`config.mk`:
```
export PLATFORM = sky130hd
export DESIGN_NAME = iqdemap_qpsk_pack
export DESIGN_NICKNAME = d
export VERILOG_FILES = /design/src/rtl/iqdemap_qpsk_pack.sv
export SDC_FILE = /design/constraint.sdc
export NUM_CORES = 1
export LEC_CHECK = 0
export CELL_PAD_IN_SITES_DETAIL_PLACEMENT = 1
export CELL_PAD_IN_SITES_GLOBAL_PLACEMENT = 1
export CORE_MARGIN = 2
export CORE_UTILIZATION = 43
export CTS_CLUSTER_DIAMETER = 80
export DETAILED_ROUTE_END_ITERATION = 7
export GPL_ROUTABILITY_DRIVEN = 0
export PLACE_DENSITY_LB_ADDON = 0.1
export SYNTH_ARGS = -nofsm -noshare
export SYNTH_HDL_FRONTEND = slang
export SYNTH_SLANG_ARGS = --single-unit
```
`constraint.sdc`:
```
create_clock -name CLK -period 2.8 [get_ports CLK]
set_input_delay 0.56 -clock CLK [delete_from_list [all_inputs] [get_ports CLK]]
set_output_delay 0.56 -clock CLK [all_outputs]
set_load 0.1 [all_outputs]
```
`src/rtl/iqdemap_qpsk_pack.sv`:
```
// QPSK hard-decision demapper: slices signed I/Q to 2 bits, packs 64 symbols per
// 128-bit word with a low-confidence count, and queues words in a 2-entry show-ahead buffer.
module iqdemap_qpsk_pack #(
  parameter logic [10:0] THRESH = 11'd64
) (
  input  logic         CLK,
  input  logic         RST,
  input  logic         ce,
  input  logic         valid_i,
  input  logic         sync_i,
  input  logic [10:0]  xr,
  input  logic [10:0]  xi,
  input  logic         rd_en,
  output logic [127:0] data_o,
  output logic [6:0]   lowconf_o,
  output logic         word_valid,
  output logic         full,
  output logic         overflow,
  output logic         partial_drop,
  output logic         valid_raw,
  output logic [1:0]   raw
);

  // Magnitude at 12 bits so that -1024 maps to +1024 instead of wrapping.
  function automatic logic [11:0] abs12(input logic [10:0] v);
    logic [11:0] ext;
    ext = {v[10], v};
    if (v[10]) begin
      abs12 = 12'd0 - ext;
    end else begin
      abs12 = ext;
    end
  endfunction

  logic         accept;
  logic [11:0]  abs_r;
  logic [11:0]  abs_i;
  logic         lowconf;

  logic [127:0] word;
  logic [5:0]   k;
  logic [6:0]   cnt;

  logic [5:0]   idx;
  logic [6:0]   base_cnt;
  logic [127:0] word_next;
  logic [6:0]   cnt_next;
  logic [6:0]   cnt_keep;
  logic [5:0]   k_next;
  logic         push;
  logic         discard;

  logic [127:0] slot1_d;
  logic [6:0]   slot1_c;
  logic [1:0]   occ;
  logic         pop;

  logic [127:0] n_d0;
  logic [6:0]   n_c0;
  logic [127:0] n_d1;
  logic [6:0]   n_c1;
  logic [1:0]   n_occ;
  logic         set_ovf;

  assign accept  = ce & valid_i;
  assign abs_r   = abs12(xr);
  assign abs_i   = abs12(xi);
  assign lowconf = (abs_r < {1'b0, THRESH}) | (abs_i < {1'b0, THRESH});
  assign pop     = rd_en & word_valid;

  // Symbol placement, per-word count and word completion for the accepted symbol.
  always_comb begin
    idx       = k;
    base_cnt  = cnt;
    word_next = word;
    cnt_next  = cnt;
    cnt_keep  = cnt;
    k_next    = k;
    push      = 1'b0;
    discard   = 1'b0;
    if (accept) begin
      if (sync_i) begin
        idx      = 6'd0;
        base_cnt = 7'd0;
        discard  = (k != 6'd0);
      end else begin
        idx      = k;
        base_cnt = cnt;
      end
      // Symbol 0 lands in the MSBs; stale bits of a dropped partial word are
      // all overwritten before the next completed word is pushed.
      word_next[7'd127 - {idx, 1'b0}] = xr[10];
      word_next[7'd126 - {idx, 1'b0}] = xi[10];
      cnt_next = base_cnt + {6'd0, lowconf};
      if (idx == 6'd63) begin
        push     = 1'b1;
        k_next   = 6'd0;
        cnt_keep = 7'd0;
      end else begin
        k_next   = idx + 6'd1;
        cnt_keep = cnt_next;
      end
    end else begin
      k_next   = k;
      cnt_keep = cnt;
    end
  end

  // Output buffer next state; slot 0 is the head and drives data_o directly.
  always_comb begin
    n_d0    = data_o;
    n_c0    = lowconf_o;
    n_d1    = slot1_d;
    n_c1    = slot1_c;
    n_occ   = occ;
    set_ovf = 1'b0;
    case (occ)
      2'd0: begin
        if (push) begin
          n_d0  = word_next;
          n_c0  = cnt_next;
          n_occ = 2'd1;
        end else begin
          n_occ = 2'd0;
        end
      end
      2'd1: begin
        if (push && pop) begin
          n_d0  = word_next;
          n_c0  = cnt_next;
          n_occ = 2'd1;
        end else if (push) begin
          n_d1  = word_next;
          n_c1  = cnt_next;
          n_occ = 2'd2;
        end else if (pop) begin
          n_occ = 2'd0;
        end else begin
          n_occ = 2'd1;
        end
      end
      2'd2: begin
        if (push && pop) begin
          n_d0  = slot1_d;
          n_c0  = slot1_c;
          n_d1  = word_next;
          n_c1  = cnt_next;
          n_occ = 2'd2;
        end else if (pop) begin
          n_d0  = slot1_d;
          n_c0  = slot1_c;
          n_occ = 2'd1;
        end else if (push) begin
          set_ovf = 1'b1;
          n_occ   = 2'd2;
        end else begin
          n_occ = 2'd2;
        end
      end
      default: begin
        n_occ = 2'd0;
      end
    endcase
  end

  // Packing state and raw slice outputs.
  always_ff @(posedge CLK or negedge RST) begin
    if (!RST) begin
      word         <= 128'd0;
      k            <= 6'd0;
      cnt          <= 7'd0;
      partial_drop <= 1'b0;
      valid_raw    <= 1'b0;
      raw          <= 2'b00;
    end else begin
      word         <= word_next;
      k            <= k_next;
      cnt          <= cnt_keep;
      partial_drop <= discard;
      valid_raw    <= accept;
      if (accept) begin
        raw <= {xr[10], xi[10]};
      end else begin
        raw <= raw;
      end
    end
  end

  // Output buffer registers and status flags derived from the next occupancy.
  always_ff @(posedge CLK or negedge RST) begin
    if (!RST) begin
      data_o     <= 128'd0;
      lowconf_o  <= 7'd0;
      slot1_d    <= 128'd0;
      slot1_c    <= 7'd0;
      occ        <= 2'd0;
      word_valid <= 1'b0;
      full       <= 1'b0;
      overflow   <= 1'b0;
    end else begin
      data_o     <= n_d0;
      lowconf_o  <= n_c0;
      slot1_d    <= n_d1;
      slot1_c    <= n_c1;
      occ        <= n_occ;
      word_valid <= (n_occ != 2'd0);
      full       <= (n_occ == 2'd2);
      overflow   <= overflow | set_ovf;
    end
  end

endmodule
```
==> impl_metrics.prom, run 1 <==
# TYPE chip_impl_metric gauge
chip_impl_info{name="outcome",value="finished, final reports clean"} 1
chip_impl_metric{name="place.port_buffers",unit=""} 169
chip_impl_info{name="cts_tree",value="done"} 1
chip_impl_info{name="critical_path.startpoint_type",value="primary input"} 1
chip_impl_metric{name="setup_viol_count_final",unit=""} 0
chip_impl_metric{name="pre_cts_ws",unit="ns"} -0.5600
chip_impl_metric{name="powerDensity",unit="nW/um^2"} 658.3
chip_impl_metric{name="die_height",unit="um"} 210.0
chip_impl_metric{name="grt_first_pass_wirelength",unit="um"} 85420
chip_impl_metric{name="drt_wl_total",unit="um"} 54220
chip_impl_metric{name="min_period_over_period",unit=""} 0.9811
chip_impl_info{name="synth_top_area_cell",value="sky130_fd_sc_hd__dfrtp_1"} 1
chip_impl_metric{name="ys_async_sr_fraction",unit=""} 1.000
chip_impl_metric{name="placed_cells_incl_taps",unit=""} 2100
chip_impl_metric{name="synthToLayoutAreaGrowth",unit="%"} 25.98
chip_impl_metric{name="synthDominantCellAreaShare",unit=""} 0.5759
chip_impl_metric{name="power.internal",unit="mW"} 10.45
chip_impl_metric{name="pin_count_of_the_biggest_net_entering_global_routing",unit=""} 67
chip_impl_metric{name="setup_ws_final",unit="ns"} 0.05291
chip_impl_metric{name="synth_compound_gate_area_share",unit=""} 0.1008
chip_impl_metric{name="remaining_drcs",unit=""} 0
chip_impl_metric{name="nets",unit=""} 1645
chip_impl_metric{name="drt_first_pass_iters",unit=""} 4
chip_impl_metric{name="post_route_cells_drive_above_1_share",unit=""} 0.3989
chip_impl_metric{name="final_antenna_net_count",unit=""} 0
chip_impl_metric{name="switching_share",unit=""} 0.3096
chip_impl_metric{name="synth.lib_cells_used.distinct",unit=""} 48
chip_impl_metric{name="gr-total-overflow",unit=""} 0
chip_impl_metric{name="number_of_flops_mapped_to_enable_cells_by_yosys",unit=""} 0
chip_impl_metric{name="worstPathArrival",unit="ns"} 3.24
chip_impl_metric{name="cts_buffers",unit=""} 46
chip_impl_metric{name="wire_per_inst",unit="um"} 24.86
chip_impl_metric{name="insertion_delay",unit="ns"} 0.58
chip_impl_metric{name="switchingPower",unit="mW"} 4.685
chip_impl_metric{name="ctsHtreeMaxLevel",unit=""} 2
chip_impl_metric{name="yosys.area_share.xor_xnor",unit=""} 0
chip_impl_metric{name="design.core.area",unit="um^2"} 41950
chip_impl_metric{name="power.combinational.fraction",unit=""} 0.176
chip_impl_metric{name="number_of_cell_rows",unit=""} 75
chip_impl_metric{name="power.static_leakage",unit="nW"} 11.47
chip_impl_metric{name="pin_count",unit=""} 170
chip_impl_metric{name="skew",unit="ns"} 0.02779
chip_impl_metric{name="crit_fanout",unit=""} 2
chip_impl_info{name="cells_taking_the_most_area_after_synthesis",value="sky130_fd_sc_hd__dfrtp_1 (58%), sky130_fd_sc_hd__mux2_2 (14%), sky130_fd_sc_hd__or4_1 (4.5%)"} 1
chip_impl_metric{name="synthesis.area",unit="um^2"} 18250
chip_impl_metric{name="synth_sequential_area_ratio",unit=""} 0.5759
chip_impl_metric{name="reg2reg_setup_slack",unit="ns"} 0.34
chip_impl_metric{name="vdd_ir_drop_max",unit="mV"} 0.4105
chip_impl_metric{name="synth-seq-cells",unit=""} 420
chip_impl_info{name="synth-main-ff-cell",value="sky130_fd_sc_hd__dfrtp_1"} 1
chip_impl_metric{name="synth_adder_area_share",unit=""} 0.004799
chip_impl_metric{name="hold_violations",unit=""} 0
chip_impl_metric{name="reg2reg_depth",unit=""} 11
chip_impl_metric{name="max-slew-margin-rel",unit=""} 0.5295
chip_impl_metric{name="clock_power_share",unit=""} 0.393
chip_impl_metric{name="path_clk_slew",unit="ns"} 0.06
chip_impl_metric{name="post_synth_mux_area_share",unit=""} 0.1659
chip_impl_metric{name="fp.dieW",unit="um"} 210.0
chip_impl_metric{name="grt_util_all_layers",unit=""} 0.2497
chip_impl_metric{name="max_clock_freq",unit="MHz"} 364.0
chip_impl_metric{name="cts.sinks",unit=""} 420
chip_impl_metric{name="grt_pass1_vias",unit=""} 13980
chip_impl_metric{name="stdcell_count",unit=""} 2181
chip_impl_metric{name="via_per_inst",unit=""} 5.824
chip_impl_metric{name="postSynthCellCount",unit=""} 1388
chip_impl_metric{name="required",unit="ns"} 3.30
chip_impl_info{name="hold_path_class",value="in2reg"} 1
chip_impl_metric{name="dr_total_vias",unit=""} 12700
chip_impl_metric{name="layout.filler_cells",unit=""} 4105
chip_impl_metric{name="grt_antenna_before_repair",unit=""} 0
chip_impl_info{name="rsz0062_at_grt",value="true"} 1
chip_impl_metric{name="tns",unit="ns"} 0
chip_impl_metric{name="synth_simple_gate_area_share",unit=""} 0.1024
chip_impl_metric{name="seq_power_share",unit=""} 0.431
chip_impl_metric{name="detailedPlacementHpwl",unit="um"} 34120
chip_impl_metric{name="diodes",unit=""} 0
chip_impl_metric{name="layout_min_cycle_time",unit="ns"} 2.747
chip_impl_metric{name="drv_cap",unit=""} 0
chip_impl_info{name="worst_setup_path_end_kind",value="flop"} 1
chip_impl_info{name="synth_top_family_by_area",value="multiplexers"} 1
chip_impl_metric{name="drt-initial-drc-count",unit=""} 669
chip_impl_metric{name="syn_nets",unit=""} 1423
chip_impl_metric{name="overall_die_area",unit="um^2"} 44110
chip_impl_metric{name="postSynthAreaPerCell",unit="um^2"} 13.15
chip_impl_metric{name="clock_path_buffers",unit=""} 3
chip_impl_metric{name="drv_slew",unit=""} 0
chip_impl_metric{name="worst-slew-pin-transition",unit="ns"} 0.7057
chip_impl_info{name="crit_type",value="in2reg"} 1
chip_impl_metric{name="yosys_warnings",unit=""} 0
chip_impl_info{name="cts-root-buf",value="sky130_fd_sc_hd__clkbuf_16"} 1
chip_impl_metric{name="whs_path_depth",unit=""} 3
chip_impl_metric{name="starting_density",unit=""} 0.4351
[stage by stage]
stage / total power, mW / cell area (um^2) / utilization / hold WS [ns]
3_3_place_gp: 9.270 / 21470 / 0.5118 / 0.4787
2_1_floorplan: 8.376 / 18730 / - / 0.2644
4_1_cts: 15.28 / 22930 / 0.5466 / 0.4533
3_5_place_dp: 9.294 / 21470 / 0.5118 / 0.4651
6_report: 15.13 / 22990 / 0.5481 / 0.4810
5_1_grt: 15.64 / 22990 / 0.5481 / 0.4897
[registers in the layout (all words and copies together) (netlist names)]
register and flops:
data_o 128, raw 2, slot1_d 128, k 6, overflow 1, word_valid 1
word 128, slot1_c 7, lowconf_o 7, valid_raw 1, occ 2, partial_drop 1
cnt 7, full 1
[placed cells by master, fill, tap and decap left out, types with 4 or more instances in the layout]
cell type,n
sky130_fd_sc_hd__nand2b_1,4
sky130_fd_sc_hd__o31ai_1,5
sky130_fd_sc_hd__o211ai_1,15
sky130_fd_sc_hd__a221oi_1,24
sky130_fd_sc_hd__buf_12,31
sky130_fd_sc_hd__nor2_1,21
sky130_fd_sc_hd__nand2_1,21
sky130_fd_sc_hd__nor4b_4,6
sky130_fd_sc_hd__a31oi_1,7
sky130_fd_sc_hd__nor3_1,4
sky130_fd_sc_hd__nor2b_1,5
sky130_fd_sc_hd__clkdlybuf4s50_1,23
sky130_fd_sc_hd__mux2i_1,55
sky130_fd_sc_hd__clkinv_2,8
sky130_fd_sc_hd__o21ai_0,6
sky130_fd_sc_hd__dfrtp_1,419
sky130_fd_sc_hd__nor4_1,27
sky130_fd_sc_hd__and3_1,14
sky130_fd_sc_hd__clkbuf_8,8
sky130_fd_sc_hd__o221a_1,59
sky130_fd_sc_hd__a21oi_1,7
sky130_fd_sc_hd__mux2_2,149
sky130_fd_sc_hd__inv_1,77
sky130_fd_sc_hd__mux2_4,71
sky130_fd_sc_hd__nand3_1,45
sky130_fd_sc_hd__o221a_2,46
sky130_fd_sc_hd__clkbuf_1,14
sky130_fd_sc_hd__clkbuf_16,47
sky130_fd_sc_hd__buf_4,250
sky130_fd_sc_hd__a22o_1,5
sky130_fd_sc_hd__or4_1,106
[cell type report]
cell class              instances  area [um^2]  share of cell area
clock buffers                  69         1339             0.05823
inverters                      79        297.8             0.01295
flip-flops and latches        420        10510              0.4573
well taps                     539        674.4             0.02933
multi-input cells             754         7288              0.3170
repair buffers                309         2768              0.1204
clock inverters                11        111.4            0.004843
[repair_timing]
| action | in CTS | in global routing |
|---|---|---|
| gates resized for setup | 0 | 18 |
| hold buffers | 1 | 0 |
| endpoints found under the setup margin | 0 | 8 |
| setup buffers | 0 | 0 |
| endpoints found under the hold margin | 27 | 0 |
[worst max-delay path, cell delays in order]
cell,delay [ns]
sky130_fd_sc_hd__clkdlybuf4s50_1,0.43
sky130_fd_sc_hd__or4_4,0.54
sky130_fd_sc_hd__o22ai_2,0.15
sky130_fd_sc_hd__a31oi_1,0.06
sky130_fd_sc_hd__o21ai_1,0.13
sky130_fd_sc_hd__ha_2,0.25
sky130_fd_sc_hd__ha_4,0.14
sky130_fd_sc_hd__nand3b_1,0.12
sky130_fd_sc_hd__or4b_4,0.53
sky130_fd_sc_hd__a41oi_2,0.18
sky130_fd_sc_hd__mux2_2,0.16
[cells by family after synthesis]
family / after synthesis
and+or+nand+nor: 277
muxes: 275
AOI/OAI and AO/OA: 195
buffers and inverters: 214
adders and majority gates: 7
DFF: 420
[synthesized netlist by cell type, types with 2 or more instances]
master,number
sky130_fd_sc_hd__a21boi_0,2
sky130_fd_sc_hd__a22o_1,5
sky130_fd_sc_hd__o22ai_1,3
sky130_fd_sc_hd__buf_1,4
sky130_fd_sc_hd__and3_1,14
sky130_fd_sc_hd__a21oi_1,9
sky130_fd_sc_hd__a31oi_1,7
sky130_fd_sc_hd__o31ai_1,6
sky130_fd_sc_hd__nor4bb_1,6
sky130_fd_sc_hd__nand4b_1,3
sky130_fd_sc_hd__nor2b_1,7
sky130_fd_sc_hd__o221a_2,46
sky130_fd_sc_hd__or4_1,109
sky130_fd_sc_hd__and4b_1,2
sky130_fd_sc_hd__nor4_1,27
sky130_fd_sc_hd__mux2_2,220
sky130_fd_sc_hd__o21ai_0,10
sky130_fd_sc_hd__nor4b_4,6
sky130_fd_sc_hd__a21o_1,2
sky130_fd_sc_hd__o221a_1,59
sky130_fd_sc_hd__dfrtp_1,420
sky130_fd_sc_hd__buf_6,8
sky130_fd_sc_hd__mux2i_1,55
sky130_fd_sc_hd__nor3_1,5
sky130_fd_sc_hd__inv_1,79
sky130_fd_sc_hd__a41oi_1,2
sky130_fd_sc_hd__buf_4,2
sky130_fd_sc_hd__a221oi_1,24
sky130_fd_sc_hd__buf_2,37
sky130_fd_sc_hd__clkbuf_1,83
sky130_fd_sc_hd__nor2_1,21
sky130_fd_sc_hd__nand3_1,45
sky130_fd_sc_hd__o211ai_1,15
sky130_fd_sc_hd__nand2b_1,4
sky130_fd_sc_hd__nand2_1,22
sky130_fd_sc_hd__ha_1,7
[power by group through the flow]
stage | Clock, mW | Sequential [mW] | Combinational (mW)
floorplan | 0 | 7.86 | 0.513
global placement | 0 | 6.63 | 2.64
detailed placement | 0 | 6.63 | 2.66
CTS | 6.08 | 6.53 | 2.67
global route | 6.31 | 6.56 | 2.77
finish | 5.95 | 6.53 | 2.66
[path summary, 6_finish.rpt]
path	from	end
max in group asynchronous	RST	slot1_d[88]$_DFFE_PN0P_
worst min register to register	raw[0]$_DFFE_PN0P_	raw[0]$_DFFE_PN0P_
worst max-delay path	xi[9]	lowconf_o[6]$_DFFE_PN0P_
worst max register to register	k[0]$_DFFE_PN0P_	lowconf_o[5]$_DFFE_PN0P_
worst min-delay path	sync_i	k[0]$_DFFE_PN0P_
min in group asynchronous	RST	word[22]$_DFF_PN0_
[per-layer routing]
metal	GRT usage	up-vias	wire, um
li1	-	5689	-
met1	0.3455	6726	24940
met2	0.4096	217	26440
met3	0.03486	71	1794
met4	0.07801	0	1039
met5	0	-	0
Note: power is estimated with default switching activity, not from simulation.
==> run 2, diff against run 1 <==
--- a/config.mk
+++ b/config.mk
@@ -8,7 +8,7 @@
 export CELL_PAD_IN_SITES_DETAIL_PLACEMENT = 1
 export CELL_PAD_IN_SITES_GLOBAL_PLACEMENT = 1
 export CORE_MARGIN = 2
-export CORE_UTILIZATION = 43
+export CORE_UTILIZATION = 33
 export CTS_CLUSTER_DIAMETER = 80
 export DETAILED_ROUTE_END_ITERATION = 7
 export GPL_ROUTABILITY_DRIVEN = 0
==> run 2 against run 1 <==
Combinational power is 3% lower. Final cell count is 6.8% higher. Largest cell class unchanged. Die area is 30% higher.
==> impl_metrics.prom, run 2 (synthesis gave the netlist of run 1 again) <==
# TYPE chip_impl_metric gauge
chip_impl_info{name="outcome",value="finished, final reports clean"} 1
chip_impl_metric{name="nets",unit=""} 1622
chip_impl_metric{name="dr_total_vias",unit=""} 12610
chip_impl_metric{name="worst-slew-pin-transition",unit="ns"} 0.6332
chip_impl_metric{name="max_clock_freq",unit="MHz"} 366.9
chip_impl_info{name="crit_type",value="in2reg"} 1
chip_impl_info{name="layout_commonest_cell",value="sky130_fd_sc_hd__dfrtp_1"} 1
chip_impl_metric{name="via_per_inst",unit=""} 5.413
chip_impl_metric{name="biggest_cell_delay_along_the_critical_path",unit="ns"} 0.53
chip_impl_metric{name="wire_per_inst",unit="um"} 24.26
chip_impl_metric{name="pin_count_of_the_biggest_net_entering_global_routing",unit=""} 101
chip_impl_metric{name="pin_count",unit=""} 170
chip_impl_info{name="critPathSlowestCell",value="sky130_fd_sc_hd__or4_4"} 1
chip_impl_metric{name="placed_cells_incl_taps",unit=""} 2238
chip_impl_metric{name="grt_util_all_layers",unit=""} 0.2007
chip_impl_metric{name="layout.filler_cells",unit=""} 5592
chip_impl_metric{name="pre_cts_ws",unit="ns"} -0.6080
chip_impl_info{name="critical_path_cell_list",value="clkdlybuf4s50_1 > or4_1 > o22ai_1 > a31oi_1 > o21ai_1 > ha_2 > buf_4 > nand4b_1 > or4_4 > a41oi_2 > mux2_4"} 1
chip_impl_metric{name="diodes",unit=""} 0
chip_impl_metric{name="required",unit="ns"} 3.32
chip_impl_info{name="cts-root-buf",value="sky130_fd_sc_hd__clkbuf_16"} 1
chip_impl_metric{name="vdd_ir_drop_max",unit="mV"} 0.3773
chip_impl_metric{name="number_of_cell_rows",unit=""} 86
chip_impl_metric{name="place.port_buffers",unit=""} 169
chip_impl_info{name="hold_path_class",value="reg2reg"} 1
chip_impl_info{name="layout_top_registers",value="data_o: 128 flops, slot1_d: 128 flops, word: 128 flops"} 1
chip_impl_metric{name="power.static_leakage",unit="nW"} 11.50
chip_impl_metric{name="setup_ws_final",unit="ns"} 0.07458
chip_impl_metric{name="drt-initial-drc-count",unit=""} 589
chip_impl_metric{name="drv_cap",unit=""} 0
chip_impl_metric{name="drv_slew",unit=""} 0
chip_impl_metric{name="design.core.area",unit="um^2"} 54880
chip_impl_metric{name="cts.sinks",unit=""} 420
chip_impl_info{name="worst_setup_path_end_kind",value="flop"} 1
chip_impl_metric{name="post_cts.repair.setup_buffers",unit=""} 0
chip_impl_metric{name="gr-total-overflow",unit=""} 0
chip_impl_metric{name="hold_violations",unit=""} 0
chip_impl_metric{name="remaining_drcs",unit=""} 0
chip_impl_metric{name="path_clk_slew",unit="ns"} 0.06
chip_impl_metric{name="post_route_cells_drive_above_1_share",unit=""} 0.3926
chip_impl_metric{name="setup_viol_count_final",unit=""} 0
chip_impl_metric{name="crit_fanout",unit=""} 3
chip_impl_metric{name="postLayoutCoreUtil",unit=""} 0.4230
chip_impl_metric{name="powerDensity",unit="nW/um^2"} 676.3
chip_impl_metric{name="min_period_over_period",unit=""} 0.9734
chip_impl_info{name="critical_path.startpoint_type",value="primary input"} 1
chip_impl_metric{name="max-slew-margin-rel",unit=""} 0.5778
chip_impl_metric{name="layout_min_cycle_time",unit="ns"} 2.725
chip_impl_metric{name="fp.dieW",unit="um"} 239.2
chip_impl_info{name="critPathTopFamily",value="simple AND/OR/NAND/NOR gates"} 1
chip_impl_metric{name="critical_path_buf_inv_count",unit=""} 2
chip_impl_metric{name="starting_density",unit=""} 0.3326
chip_impl_metric{name="overall_die_area",unit="um^2"} 57200
chip_impl_metric{name="ctsHtreeMaxLevel",unit=""} 2
chip_impl_metric{name="worstPathArrival",unit="ns"} 3.25
chip_impl_metric{name="stdcell_count",unit=""} 2329
chip_impl_metric{name="final_antenna_net_count",unit=""} 0
chip_impl_metric{name="skew",unit="ns"} 0.01498
chip_impl_metric{name="drt_first_pass_iters",unit=""} 5
chip_impl_metric{name="synthToLayoutAreaGrowth",unit="%"} 27.17
chip_impl_info{name="cts_tree",value="done"} 1
chip_impl_metric{name="detailedPlacementHpwl",unit="um"} 34720
chip_impl_metric{name="drt_wl_total",unit="um"} 56500
chip_impl_metric{name="grt_first_pass_wirelength",unit="um"} 88390
chip_impl_metric{name="grt_pass1_vias",unit=""} 13640
chip_impl_metric{name="grt_antenna_before_repair",unit=""} 0
chip_impl_metric{name="insertion_delay",unit="ns"} 0.59
chip_impl_info{name="layout.cells.most_common_list",value="sky130_fd_sc_hd__dfrtp_1 (419), sky130_fd_sc_hd__buf_4 (223), sky130_fd_sc_hd__mux2_2 (147), sky130_fd_sc_hd__or4_1 (108), sky130_fd_sc_hd__inv_1 (77)"} 1
chip_impl_metric{name="cts_buffers",unit=""} 50
chip_impl_metric{name="clock_path_buffers",unit=""} 3
chip_impl_metric{name="die_height",unit="um"} 239.2
-- run 2: cell types whose count changed in the layout (fill, tap and decap cells not counted), moves of 4 or more --
cell	before	now
sky130_fd_sc_hd__buf_4	250	223
sky130_fd_sc_hd__clkbuf_1	14	9
sky130_fd_sc_hd__clkbuf_16	47	51
sky130_fd_sc_hd__clkbuf_8	8	13
-- run 2: path summary, 6_finish.rpt --
kind	depth (start not counted)	slack [ns]	start	endpoint
min in group asynchronous	2	0.56	RST	slot1_d[18]$_DFFE_PN0P_
worst max register to register	8	0.41	k[3]$_DFFE_PN0P_	data_o[44]$_DFFE_PN0P_
worst min-delay path	1	0.47	overflow$_DFF_PN0_	overflow$_DFF_PN0_
worst max-delay path	11	0.07	xr[9]	lowconf_o[5]$_DFFE_PN0P_
worst min register to register	1	0.47	overflow$_DFF_PN0_	overflow$_DFF_PN0_
max in group asynchronous	3	1.43	RST	data_o[101]$_DFFE_PN0P_
-- run 2: per-layer routing --
metal  part of all wire  track usage
met1               0.47       0.2856
met2               0.47       0.3188
met3              0.036      0.03400
met4              0.021      0.04867
met5                  0            0
-- run 2: timing repair --
action                     4_1_cts  5_1_grt
hold endpoints to repair        52        0
gates resized for setup          0       16
setup endpoints to repair        0        7
hold buffers                     1        0
-- run 2: where the power goes --
| part | internal, mW | total [mW] | switching, mW |
|---|---|---|---|
| sequential | 6.33 | 6.54 | 0.211 |
| combinational | 0.600 | 2.59 | 1.99 |
| clock | 3.95 | 6.57 | 2.62 |
| total | 10.9 | 15.7 | 4.82 |
-- run 2: final cells by class --
type	count	area, um^2	area share
multi-input cells	754	7263	0.3129
clock inverters	17	177.7	0.007655
clock buffers	73	1489	0.06415
well taps	704	880.8	0.03795
flip-flops and latches	420	10510	0.4530
repair buffers	282	2587	0.1115
inverters	79	299.0	0.01288
-- run 2: stage by stage --
step | setup TNS, ns | hold WS [ns] | cell area (um^2) | power (mW)
after detailed placement | -14.55 | 0.4543 | 21490 | 9.259
final | 0 | 0.4652 | 23210 | 15.70
after global placement | -9.165 | 0.4457 | 21490 | 9.242
after global routing | -0.02726 | 0.4512 | 23210 | 16.32
after CTS | 0 | 0.4291 | 23160 | 15.95
after floorplan | -35.01 | 0.2644 | 18730 | 8.376
==> run 3, diff against run 2 <==
--- a/config.mk
+++ b/config.mk
@@ -5,6 +5,7 @@
 export SDC_FILE = /design/constraint.sdc
 export NUM_CORES = 1
 export LEC_CHECK = 0
+export ABC_CLOCK_PERIOD_IN_PS = 2800
 export CELL_PAD_IN_SITES_DETAIL_PLACEMENT = 1
 export CELL_PAD_IN_SITES_GLOBAL_PLACEMENT = 1
 export CORE_MARGIN = 2
@@ -12,6 +13,7 @@
 export CTS_CLUSTER_DIAMETER = 80
 export DETAILED_ROUTE_END_ITERATION = 7
 export GPL_ROUTABILITY_DRIVEN = 0
+export GPL_TIMING_DRIVEN = 0
 export PLACE_DENSITY_LB_ADDON = 0.1
 export SYNTH_ARGS = -nofsm -noshare
 export SYNTH_HDL_FRONTEND = slang
==> run 3 against run 2 <==
Non-clock buffer count grew 54. Power grew 2.3%. Count of clock-buffer cells in the layout shrank 2. Global-route usage grew 0.17 points. Flip-flop and latch count is the same. Largest cell class unchanged. Largest power group unchanged.
==> impl_metrics.prom, run 3 (synthesis gave the netlist of run 1 again) <==
# TYPE chip_impl_metric gauge
chip_impl_info{name="outcome",value="finished, final reports clean"} 1
chip_impl_metric{name="max_clock_freq",unit="MHz"} 361.9
chip_impl_metric{name="worstPathArrival",unit="ns"} 2.20
chip_impl_metric{name="fp.dieW",unit="um"} 239.2
chip_impl_metric{name="critical_path_buf_inv_count",unit=""} 1
chip_impl_info{name="rsz0062_at_grt",value="true"} 1
chip_impl_metric{name="path_clk_slew",unit="ns"} 0.06
chip_impl_metric{name="worst-slew-pin-transition",unit="ns"} 1.104
chip_impl_metric{name="drv_cap",unit=""} 0
chip_impl_metric{name="powerDensity",unit="nW/um^2"} 681.9
chip_impl_metric{name="gr-total-overflow",unit=""} 0
chip_impl_metric{name="via_per_inst",unit=""} 5.387
chip_impl_metric{name="skew",unit="ns"} 0.01912
chip_impl_info{name="worst_setup_path_end_kind",value="output pin"} 1
chip_impl_metric{name="vdd_ir_drop_max",unit="mV"} 0.4068
chip_impl_metric{name="layout_min_cycle_time",unit="ns"} 2.763
chip_impl_metric{name="required",unit="ns"} 2.24
chip_impl_metric{name="hold-worst-slack",unit="ns"} 0.4626
chip_impl_metric{name="overall_die_area",unit="um^2"} 57200
chip_impl_metric{name="placed_cells_incl_taps",unit=""} 2263
chip_impl_metric{name="die_height",unit="um"} 239.2
chip_impl_metric{name="place.port_buffers",unit=""} 167
chip_impl_info{name="cts-root-buf",value="sky130_fd_sc_hd__clkbuf_16"} 1
chip_impl_metric{name="hold_violations",unit=""} 0
chip_impl_metric{name="design.core.area",unit="um^2"} 54880
chip_impl_info{name="layout_commonest_cell",value="sky130_fd_sc_hd__dfrtp_1"} 1
chip_impl_metric{name="setup_viol_count_final",unit=""} 0
chip_impl_info{name="cts_tree",value="done"} 1
chip_impl_metric{name="grt_first_pass_wirelength",unit="um"} 88150
chip_impl_metric{name="number_of_cell_rows",unit=""} 86
chip_impl_metric{name="dr_total_vias",unit=""} 12860
chip_impl_info{name="critPathTopFamily",value="buffers and inverters"} 1
chip_impl_metric{name="met1Wirelength",unit="um"} 26920
chip_impl_metric{name="pin_count_of_the_biggest_net_entering_global_routing",unit=""} 112
chip_impl_metric{name="ctsHtreeMaxLevel",unit=""} 2
chip_impl_metric{name="drv_slew",unit=""} 0
chip_impl_metric{name="wire_per_inst",unit="um"} 24.08
chip_impl_info{name="routed.top_layer",value="met4"} 1
chip_impl_metric{name="synthToLayoutAreaGrowth",unit="%"} 29.06
chip_impl_metric{name="nets",unit=""} 1676
chip_impl_metric{name="route.met2.wl",unit="um"} 26900
chip_impl_info{name="critPathSlowestCell",value="sky130_fd_sc_hd__clkdlybuf4s50_1"} 1
chip_impl_info{name="critical_path_cell_list",value="clkdlybuf4s50_1"} 1
chip_impl_metric{name="wl_met3",unit="um"} 2288
chip_impl_metric{name="clock_path_buffers",unit=""} 3
chip_impl_metric{name="biggest_cell_delay_along_the_critical_path",unit="ns"} 1.17
chip_impl_info{name="critical_path.startpoint_type",value="flop"} 1
chip_impl_metric{name="drt_first_pass_iters",unit=""} 4
chip_impl_info{name="layout.cells.most_common_list",value="sky130_fd_sc_hd__dfrtp_1 (420), sky130_fd_sc_hd__clkdlybuf4s50_1 (163), sky130_fd_sc_hd__mux2_2 (149), sky130_fd_sc_hd__or4_1 (107), sky130_fd_sc_hd__inv_1 (78)"} 1
chip_impl_metric{name="grt_util_all_layers",unit=""} 0.2025
chip_impl_metric{name="pin_count",unit=""} 170
chip_impl_info{name="crit_type",value="reg2out"} 1
chip_impl_metric{name="post_route_cells_drive_above_1_share",unit=""} 0.2893
chip_impl_metric{name="min_period_over_period",unit=""} 0.9869
chip_impl_metric{name="crit_fanout",unit=""} 2
chip_impl_metric{name="cts.sinks",unit=""} 420
chip_impl_metric{name="grt_antenna_before_repair",unit=""} 3
chip_impl_metric{name="detailedPlacementHpwl",unit="um"} 37340
chip_impl_metric{name="cts_buffers",unit=""} 50
chip_impl_metric{name="stdcell_count",unit=""} 2388
chip_impl_metric{name="final_antenna_net_count",unit=""} 0
chip_impl_metric{name="power.static_leakage",unit="nW"} 11.33
chip_impl_metric{name="grt_pass1_vias",unit=""} 13980
chip_impl_metric{name="max-slew-margin-rel",unit=""} 0.2616
chip_impl_metric{name="insertion_delay",unit="ns"} 0.59
chip_impl_metric{name="drt-initial-drc-count",unit=""} 740
chip_impl_metric{name="remaining_drcs",unit=""} 0
chip_impl_metric{name="drt_wl_total",unit="um"} 57500
chip_impl_info{name="hold_path_class",value="in2async"} 1
chip_impl_metric{name="starting_density",unit=""} 0.3326
chip_impl_info{name="layout_top_registers",value="data_o: 128 flops, slot1_d: 128 flops, word: 128 flops"} 1
-- run 3: changes by cell type in the layout (fill, tap and decap cells not counted), moves of 5 or more --
| cell | before | now |
|---|---|---|
| sky130_fd_sc_hd__buf_4 | 223 | 38 |
| sky130_fd_sc_hd__clkbuf_2 | 0 | 17 |
| sky130_fd_sc_hd__clkbuf_1 | 9 | 70 |
| sky130_fd_sc_hd__buf_6 | 0 | 12 |
| sky130_fd_sc_hd__clkbuf_8 | 13 | 8 |
| sky130_fd_sc_hd__buf_12 | 32 | 4 |
| sky130_fd_sc_hd__clkdlybuf4s50_1 | 20 | 163 |
| sky130_fd_sc_hd__buf_2 | 2 | 17 |
| sky130_fd_sc_hd__buf_8 | 1 | 12 |
| sky130_fd_sc_hd__nor4bb_1 | 0 | 6 |
-- run 3: repair_timing --
action,4_1_cts,5_1_grt
gates resized for setup,41,27
gates cloned,1,0
setup endpoints to repair,286,230
hold buffers,1,0
pin swaps,6,7
buffers inserted,16,15
endpoints found under the hold margin,45,0
-- run 3: worst reg2reg max path: stages, from the launching register on --
cell                       delay [ns]
sky130_fd_sc_hd__dfrtp_1         0.46
sky130_fd_sc_hd__nor4bb_1        0.40
sky130_fd_sc_hd__clkbuf_1        0.75
sky130_fd_sc_hd__nand3_1         0.32
sky130_fd_sc_hd__mux2_2          0.38
sky130_fd_sc_hd__o221a_2         0.29
-- run 3: power by group --
group,internal [mW],switching (mW),leakage (nW)
clock,4.20,2.66,0.851
sequential,6.32,0.171,5.41
combinational,0.662,2.04,5.07
total,11.2,4.87,11.3
-- run 3: final timing paths --
kind                            cells past startpoint                   from  slack (ns)                     end
min in group CLK                                    1     overflow$_DFF_PN0_        0.46      overflow$_DFF_PN0_
worst min-delay path                                2                    RST        0.46  data_o[23]$_DFFE_PN0P_
worst min register to register                      1     overflow$_DFF_PN0_        0.46      overflow$_DFF_PN0_
worst max register to register                      5       k[2]$_DFFE_PN0P_        0.10  data_o[18]$_DFFE_PN0P_
worst max-delay path                                1  data_o[6]$_DFFE_PN0P_        0.04               data_o[6]
max in group asynchronous                           4                    RST        0.91      word[89]$_DFF_PN0_
-- run 3: area by class of cell --
type / instances / area, um^2
fill: 5599 / 31320
sequential: 420 / 10510
multi-input combinational: 754 / 7232
timing repair buffer: 204 / 2053
clock buffer: 71 / 1474
tap: 704 / 880.8
buffer: 132 / 837.1
inverter: 79 / 300.3
clock inverter: 20 / 257.7
antenna: 4 / 10.01
-- run 3: per-stage QoR --
step | power, mW | area [um^2] | util | setup WS (ns) | TNS, ns
floorplan | 8.376 | 18730 | - | -0.2401 | -35.01
global placement | 9.238 | 21280 | 0.3878 | -18.24 | -8010.70
detailed placement | 9.259 | 21400 | 0.3899 | -1.471 | -382.73
CTS | 16.22 | 23370 | 0.4258 | 0.0008533 | 0
global route | 16.62 | 23550 | 0.4290 | -0.01806 | -0.07867
finish | 16.06 | 23560 | 0.4292 | 0.03668 | 0
-- run 3: routing by layer --
metal	vias up	global-route usage
met5	-	0
met4	0	0.06004
met3	80	0.02927
met2	230	0.3224
met1	6819	0.2863
li1	5735	-
